--- src/rtl/pkt_pkg.sv ---
// Shared packet-path types: word layout, arbiter states, packet struct.
// Imported by the arbiter and its helpers.
package pkt_pkg;

  localparam int PKT_W       = 13;
  localparam int DST_LSB     = 11;
  localparam int TYPE_LSB    = 9;
  localparam int PAYLOAD_LSB = 1;
  localparam int EOP_BIT     = 0;

  typedef enum logic {
    ARB_IDLE,
    ARB_BUSY
  } arb_state_t;

  typedef struct packed {
    logic [1:0] dst_addr;
    logic [1:0] pack_t;
    logic [7:0] payload;
    logic       eop;
  } pkt_t;

endpackage

--- src/rtl/pkt_arbiter_rr_pick.sv ---
// Round-robin select: first req at or above ptr, wrapping modulo N.
// Ports: req (N), ptr (PW) in; one-hot gnt (N), any out.
module rr_pick #(
  parameter int N  = 4,
  parameter int PW = (N > 1) ? $clog2(N) : 1
) (
  input  logic [N-1:0]  req,
  input  logic [PW-1:0] ptr,
  output logic [N-1:0]  gnt,
  output logic          any
);

  always_comb begin
    int   idx;
    logic found;
    gnt   = '0;
    found = 1'b0;
    idx   = 0;
    for (int k = 0; k < N; k++) begin
      idx = int'(ptr) + k;
      if (idx >= N) idx = idx - N;
      if (!found && req[idx]) begin
        gnt[idx] = 1'b1;
        found    = 1'b1;
      end
    end
  end

  assign any = |req;

endmodule

--- src/rtl/pkt_arbiter.sv ---
// Packet-atomic round-robin arbiter with length watchdog.
// Ports: clk, reset (async, low); src_pkt/valid/ready; out_pkt/valid/ready; grant; err_overrun.
module pkt_arbiter #(
  parameter int N_SRC     = 4,
  parameter int PKT_W     = pkt_pkg::PKT_W,
  parameter int MAX_BEATS = 16
) (
  input  logic                        clk,
  input  logic                        reset,
  input  logic [N_SRC-1:0][PKT_W-1:0] src_pkt,
  input  logic [N_SRC-1:0]            src_valid,
  output logic [N_SRC-1:0]            src_ready,
  output logic [PKT_W-1:0]            out_pkt,
  output logic                        out_valid,
  input  logic                        out_ready,
  output logic [N_SRC-1:0]            grant,
  output logic                        err_overrun
);
  import pkt_pkg::*;

  localparam int PW = $clog2(N_SRC);

  arb_state_t       state_q, state_d;
  logic [PW-1:0]    rr_ptr, gidx;
  logic [7:0]       beat_cnt;
  logic [N_SRC-1:0] win;
  logic             any_req;
  logic [PKT_W-1:0] sel_pkt, load_pkt;
  logic             out_free, accept;
  logic             sel_eop, wd_hit, pkt_end;

  rr_pick #(
    .N  (N_SRC),
    .PW (PW)
  ) u_pick (
    .req (src_valid),
    .ptr (rr_ptr),
    .gnt (win),
    .any (any_req)
  );

  assign out_free  = !out_valid || out_ready;
  assign src_ready = (state_q == ARB_BUSY && out_free)
                   ? grant : '0;
  assign accept    = |(src_valid & src_ready);

  always_comb begin
    gidx = '0;
    for (int i = 0; i < N_SRC; i++)
      if (grant[i]) gidx = PW'(i);
  end

  assign sel_pkt = src_pkt[gidx];
  assign sel_eop = sel_pkt[EOP_BIT];
  // beat_cnt counts beats already taken, so this is the MAX_BEATS-th
  assign wd_hit  = accept && !sel_eop
                && (beat_cnt == 8'(MAX_BEATS - 1));
  assign pkt_end = accept && (sel_eop || wd_hit);

  // truncated packets are closed by forcing eop on the last beat
  always_comb begin
    load_pkt          = sel_pkt;
    load_pkt[EOP_BIT] = sel_eop | wd_hit;
  end

  always_ff @(posedge clk or negedge reset) begin
    if (!reset) state_q <= ARB_IDLE;
    else        state_q <= state_d;
  end

  always_comb begin
    state_d = state_q;
    unique case (state_q)
      ARB_IDLE: if (any_req) state_d = ARB_BUSY;
      ARB_BUSY: if (pkt_end) state_d = ARB_IDLE;
    endcase
  end

  always_ff @(posedge clk or negedge reset) begin
    if (!reset) begin
      grant       <= '0;
      rr_ptr      <= '0;
      beat_cnt    <= '0;
      out_pkt     <= '0;
      out_valid   <= 1'b0;
      err_overrun <= 1'b0;
    end else begin
      err_overrun <= wd_hit;
      if (state_q == ARB_IDLE && any_req) begin
        grant    <= win;
        beat_cnt <= '0;
      end
      if (accept) begin
        out_pkt   <= load_pkt;
        out_valid <= 1'b1;
        beat_cnt  <= beat_cnt + 8'd1;
      end else if (out_ready) begin
        out_valid <= 1'b0;
      end
      if (pkt_end) begin
        grant  <= '0;
        rr_ptr <= (gidx == PW'(N_SRC - 1))
                ? '0 : gidx + 1'b1;
      end
    end
  end

endmodule

--- config.mk ---
export PLATFORM = sky130hd
export DESIGN_NAME = pkt_arbiter
export DESIGN_NICKNAME = d
export VERILOG_FILES = /design/src/rtl/pkt_pkg.sv /design/src/rtl/pkt_arbiter_rr_pick.sv /design/src/rtl/pkt_arbiter.sv
export SDC_FILE = /design/constraint.sdc
export NUM_CORES = 1
export LEC_CHECK = 0
export CAP_MARGIN = 30
export CORE_MARGIN = 10
export CORE_UTILIZATION = 44
export DETAILED_ROUTE_END_ITERATION = 16
export MAX_ROUTING_LAYER = met4
export PLACE_DENSITY_LB_ADDON = 0.3
export SYNTH_ARGS = -nofsm -noshare
export SYNTH_HDL_FRONTEND = slang
export SYNTH_SLANG_ARGS = --single-unit
--- constraint.sdc ---
create_clock -name clk -period 2.8 [get_ports clk]
set_input_delay 0.56 -clock clk [delete_from_list [all_inputs] [get_ports clk]]
set_output_delay 0.56 -clock clk [all_outputs]
set_load 0.01 [all_outputs]
Yosys cells after proc, flatten, opt, wreduce, memory -nomap -nowiden --
Index checks and enable logic that the tools add are counted.
Storage, ports and cells: output and inout bits 23, logic and storage cells 108, bits in latches 0, bits in writable memories 0, register bits after elaboration 30, memories 0, memory bits (read-only) 0
Operators by class: $add $sub $neg 9, $lt $le $gt $ge 13, multiplexer cells 47, equal/unequal tests 2, multiply operators 0, bitwise operators 6, div/mod/pow operators 0, shifts and indexed selects 0, reduce and logical (&&, ||, !) cells 24
Operator list (number):
- 32-bit by 1-bit greater-or-equal comparator with 1-bit output, second input constant | 4
- 32-bit by 4-bit less-than comparator with 1-bit output, second input constant | 4
- 32-bit two-way mux | 4
- 32-bit by 4-bit greater-or-equal comparator with 1-bit output, second input constant | 3
- 32-bit by 4-bit subtractor with 32-bit output, second input constant | 3
- 4-bit two-way mux | 7
- 13-bit binary-select mux with 2-bit select | 1
- 1-bit two-way mux | 20
- 8-bit two-way mux | 2
- 13-bit two-way mux | 1
- 1-bit logical AND | 12
- 4-bit bitwise OR | 3
- 8-bit by 1-bit adder with 8-bit output, second input constant | 1
- 1-bit binary-select mux with 2-bit select | 4
- 1-bit demux with 2-bit select | 4
- 8-bit by 4-bit equality test with 1-bit output, second input constant | 1
- 4-bit OR reduction | 2
- 2-bit by 2-bit adder with 3-bit output, second input constant | 2
- 2-bit two-way mux | 3
- 2-bit nonzero test | 3
- 1-bit logical NOT | 5
- 4-bit bitwise AND | 1
- 2-bit by 3-bit subtractor with 4-bit output, second input constant | 1
- 2-bit by 1-bit adder with 3-bit output, second input constant | 1
- other kinds (8) | 9

Longest topological paths before layout --
depth in word-level cells 17, depth in mapped cells 8, depth with buffers taken out 7

Hierarchy --
From an unflattened synthesis, not the netlist that was laid out.
Second synthesis, totals: cells, all modules 225, area, all modules 2090.8 µm²
By module, submodules not included:
- pkt_arbiter | seq. area each 750.7 µm², area each 1725.4 µm², times used 1, cells each 186
- rr_pick | seq. area each 0.0 µm², area each 365.4 µm², times used 1, cells each 39

Worst setup path before layout --
OpenSTA, ideal clock, no wires.
path type register -> register, start point register rr_ptr[0], end point register grant[0], cell stages (with the launch flop) 9, arrival time 1.963 ns, path buffers 1, path slack 0.696 ns, required time 2.659 ns, cell sequence dfrtp_1 > buf_2 > inv_1 > ha_1 > mux2_2 > nand3_1 > o21ai_0 > a221oi_1 > o221ai_1
Between the ends: longest elaborated chain between the ends 17
RTL lines:
- start, declared | line pkt_arbiter.sv:24 | logic [PW-1:0] rr_ptr, gidx;
- start signal, assigned | line pkt_arbiter.sv:102 | rr_ptr <= (gidx == PW'(N_SRC - 1))
- branches (longest 14 deep; another with 32-bit by 4-bit subtractor with 32-bit output)
- 4-bit two-way mux (*) | line pkt_arbiter_rr_pick.sv:22 | if (!found && req[idx]) begin
- 4-bit two-way mux (*) | line pkt_arbiter.sv:89 | if (state_q == ARB_IDLE && any_req) begin
- 4-bit two-way mux (*) | line pkt_arbiter.sv:100 | if (pkt_end) begin
- end signal, assigned | line pkt_arbiter.sv:90 | grant <= win;
- end, declared | line pkt_arbiter.sv:16 | output logic [N_SRC-1:0] grant,
Mark *: on every way between the ends. The select of a mux whose other input is x is not followed. A chain may end at the register's enable or synchronous reset.

Worst setup path in the final report --
start point input port out_ready, end point output port src_ready[0]
Between the ends: longest elaborated chain between the ends 3
RTL lines:
- start, declared | line pkt_arbiter.sv:15 | input logic out_ready,
- 1-bit logical OR | line pkt_arbiter.sv:42 | assign out_free = !out_valid || out_ready;
- 1-bit logical AND | line pkt_arbiter.sv:43 | assign src_ready = (state_q == ARB_BUSY && out_free)
- 4-bit two-way mux | line pkt_arbiter.sv:44 | ? grant : '0;
- end, declared | line pkt_arbiter.sv:12 | output logic [N_SRC-1:0] src_ready,
Every way passes these cells.

==> impl_results.rst <==
.. list-table::
   :header-rows: 1

   * - Metric
     - Value
   * - Post-layout nets
     - ~380
   * - Final setup TNS
     - 0 ns
   * - Share of total power in combinational logic
     - 0.572
   * - Gate count after technology mapping
     - roughly 240
   * - Starting density of the core
     - 0.465
   * - Required time of the critical path
     - 2.24 ns
   * - Clock slew at reported path FFs
     - 0.06 ns
   * - Share of Yosys cell area claimed by the top area cell type
     - 0.361
   * - Placed wire-length estimate
     - 4750 um
   * - Worst Max-Slew Pin Slew
     - ~0.54 ns
   * - Max Transition Viols Final
     - 0
   * - Syn. warnings
     - 0
   * - Full die area
     - 0.00788 mm^2
   * - Number of ports placed on the die boundary
     - between 80 and 90
   * - Leading cell type by number of instances after synthesis
     - nand2_1
   * - Post-layout worst setup margin
     - 0.263 ns
   * - Main synth FF type
     - dfrtp_1
   * - Via Count
     - around 2,000
   * - DIE HEIGHT
     - roughly 89 um
   * - CTS tree
     - yes
   * - Switching power
     - ~0.0011 W
   * - Sequential share of power
     - 0.292
   * - Number of failing setup endpoints in the final timing report
     - 0
   * - Distinct cell type count after synthesis
     - 40
   * - Maximum fanout encountered on the critical timing path
     - 6
   * - Final worst path period need
     - 2.54 ns
   * - Setup crit start kind
     - input pin
   * - Area leader, netlist
     - dfrtp_1
   * - Netlist area before placement
     - 0.00208 mm^2
   * - Number of buffers inserted by port buffering
     - between 80 and 90
   * - Hold Fails Final Rpt
     - 0
   * - Total power density per cell area
     - 878 mW/mm^2
   * - Relative contribution of the clock network to total power
     - 0.136
   * - Antenna violations before repair
     - 0
   * - RSZ-0062 raised after global routing
     - no
   * - Fmax
     - about 390 MHz
   * - Hold_ws
     - about 0.48 ns
   * - Row cnt
     - 24
   * - Synth cell count leaders
     - nand2_1, dfrtp_1, mux2i_1
   * - Number of buffers added for setup after CTS
     - 0
   * - Worst-skew pair later-pin latency
     - ~0.28 ns
   * - First-pass GRT wire length
     - 9940 um
   * - Count of filler cells inserted in the layout
     - 382
   * - Max Clock Skew
     - ~0.0038 ns
   * - Total inserted antenna cells
     - 0
   * - Total congestion overflow after global routing
     - 0
   * - Post-CTS resize count
     - 0
   * - Setup slack, reg-to-reg
     - 0.44 ns
   * - Placement Setup Slack
     - approximately 0.25 ns
   * - Kind of end point of the critical path
     - output pin
   * - Number of clock sinks
     - 30
   * - Post-synth ARST share
     - 1.00
   * - Iteration-0 DRC Markers
     - ~70
   * - Total GRT Usage
     - 0.168
   * - Mean instance size in the synthesized netlist
     - between 8 and 9 um^2
   * - Post-place instance area
     - slightly below 0.003 mm^2
   * - Max-capacitance violation count
     - 0
   * - Critical path arrival
     - between 1.5 and 2 ns
   * - Total of flip-flops plus latches after synthesis
     - 30
   * - Number of design rule violations left after detail routing
     - 0
   * - IR drop worst, VDD
     - 0.518 mV
   * - Max H-tree Level
     - 2
   * - Synth top area cells
     - dfrtp_1, mux2i_1, nand2_1
   * - Routed wire per std cell
     - about 16 um
   * - Number of buffers created by CTS
     - 5
   * - Switching part of the total power
     - 0.411
   * - Synthesis-to-finish area growth
     - 44.4%
   * - EDFF count, synth
     - 0
   * - Min-delay worst type
     - reg2reg
   * - Worst max-slew margin expressed relative to the limit
     - 0.640
   * - Gp weighted congestion
     - 0.912
   * - Clock root buffer
     - clkbuf_8
   * - Kind of critical path
     - in2out
   * - Layout cells sized above 1
     - 0.0791
   * - Core region area
     - 0.00447 mm^2
   * - Number of global-route vias before repair
     - roughly 2,000
   * - Power Internal
     - 0.00156 W
   * - Overall die width
     - just under 90 um
   * - Result of the run
     - finished, final reports clean
   * - Max clock buf depth
     - 2
   * - Net count after synthesis
     - 300
   * - Maximum number of pins on one net before global-route repair
     - 31
   * - Post-route ant nets
     - 0
   * - Detail-routed via count per cell
     - 5.42
   * - Leak
     - 1.24 nW
   * - Post-synthesis sequential area ratio
     - 0.361
   * - Count of hold buffers inserted by post-cts repair
     - 0
   * - Fin area
     - 0.00301 mm^2
   * - Crit share post-route
     - 0.906
   * - Number of iterations in the first detailed-routing pass
     - 4
   * - Final routed wirelength across all metal layers
     - approximately 6000 um
worst max-delay path, stage by stage:
cell and delay, ns:
clkdlybuf4s50_1 0.44, nand2b_1 0.23, and3_1 0.21, clkdlybuf4s50_1 0.54
cells by family after synthesis:
logic type               Yosys count  share of synthesized area
AND/OR/NAND/NOR                   84                      0.188
AO/OA/AOI/OAI                     62                      0.203
multiplexers                      31                      0.153
flip-flops                        30                      0.361
buffers and inverters             23                     0.0619
adder cells (fa/ha/maj)            5                     0.0300
XOR/XNOR                           1                    0.00421
final timing paths:
path | start | cells past startpoint | endpoint
setup reg to reg | rr_ptr[1] | 7 | grant[0]
hold reg to reg | out_pkt[12] | 2 | out_pkt[12]
min in group asynchronous | reset | 2 | out_pkt[5]
setup / recovery | out_ready | 4 | src_ready[0]
max in group asynchronous | reset | 2 | out_valid
hold / removal | out_pkt[12] | 2 | out_pkt[12]
sequential cells by signal, summed over array words and instances, names as in the netlist:
| register | cells |
|---|---|
| err_overrun | 1 |
| grant | 4 |
| out_pkt | 13 |
| state_q | 1 |
| beat_cnt | 8 |
| out_valid | 1 |
| rr_ptr | 2 |
stage by stage:
| stage | utilization | instances | power [W] |
|---|---|---|---|
| 3_3_place_gp | 0.652 | 360 | 0.00226 |
| 4_1_cts | 0.672 | 368 | 0.00267 |
| 5_1_grt | 0.672 | 368 | 0.00288 |
| 6_report | 0.672 | 368 | 0.00264 |
| 2_1_floorplan | - | 236 | 0.00171 |
| 3_5_place_dp | 0.652 | 360 | 0.00229 |
per-layer routing:
layer  global-route usage  part of all wire  vias to the layer above
met5                    -                 0                        -
met4               0.0573             0.016                        0
met3               0.0460             0.042                        7
met2                0.287              0.53                       53
met1                0.184              0.41                      931
li1                     -                 -                     1004
final cells by class:
type | instances | area, um^2 | area share
Multi-Input combinational cell | 183 | 1200 | 0.400
Timing Repair Buffer | 90 | 878 | 0.292
Sequential cell | 30 | 751 | 0.250
Clock buffer | 7 | 86.3 | 0.0287
Tap cell | 52 | 65.1 | 0.0216
Inverter | 5 | 18.8 | 0.00624
Clock inverter | 1 | 5.00 | 0.00166
power groups by stage:
stage	sequential, W	clock, W	combinational, W
6_report	0.000772	0.000358	0.00151
5_1_grt	0.000797	0.000402	0.00168
4_1_cts	0.000773	0.000369	0.00153
3_5_place_dp	0.000778	0	0.00152
3_3_place_gp	0.000771	0	0.00148
2_1_floorplan	0.000745	0	0.000969
layout by cell type, fill, tap and decap left out, types with 3 or more instances in the layout:
cell type / count
a21oi_1: 3
mux2i_1: 28
o21ai_0: 27
o21ai_1: 7
o221ai_1: 4
a221oi_1: 4
inv_1: 5
clkbuf_8: 6
buf_4: 9
a22o_1: 4
and3_1: 6
ha_1: 5
dfrtp_1: 30
nor2_1: 7
nor2b_1: 6
nand2_1: 45
nand3_1: 7
nor4_1: 3
clkdlybuf4s50_1: 81
No activity file was read; power rests on OpenSTA's default activity.
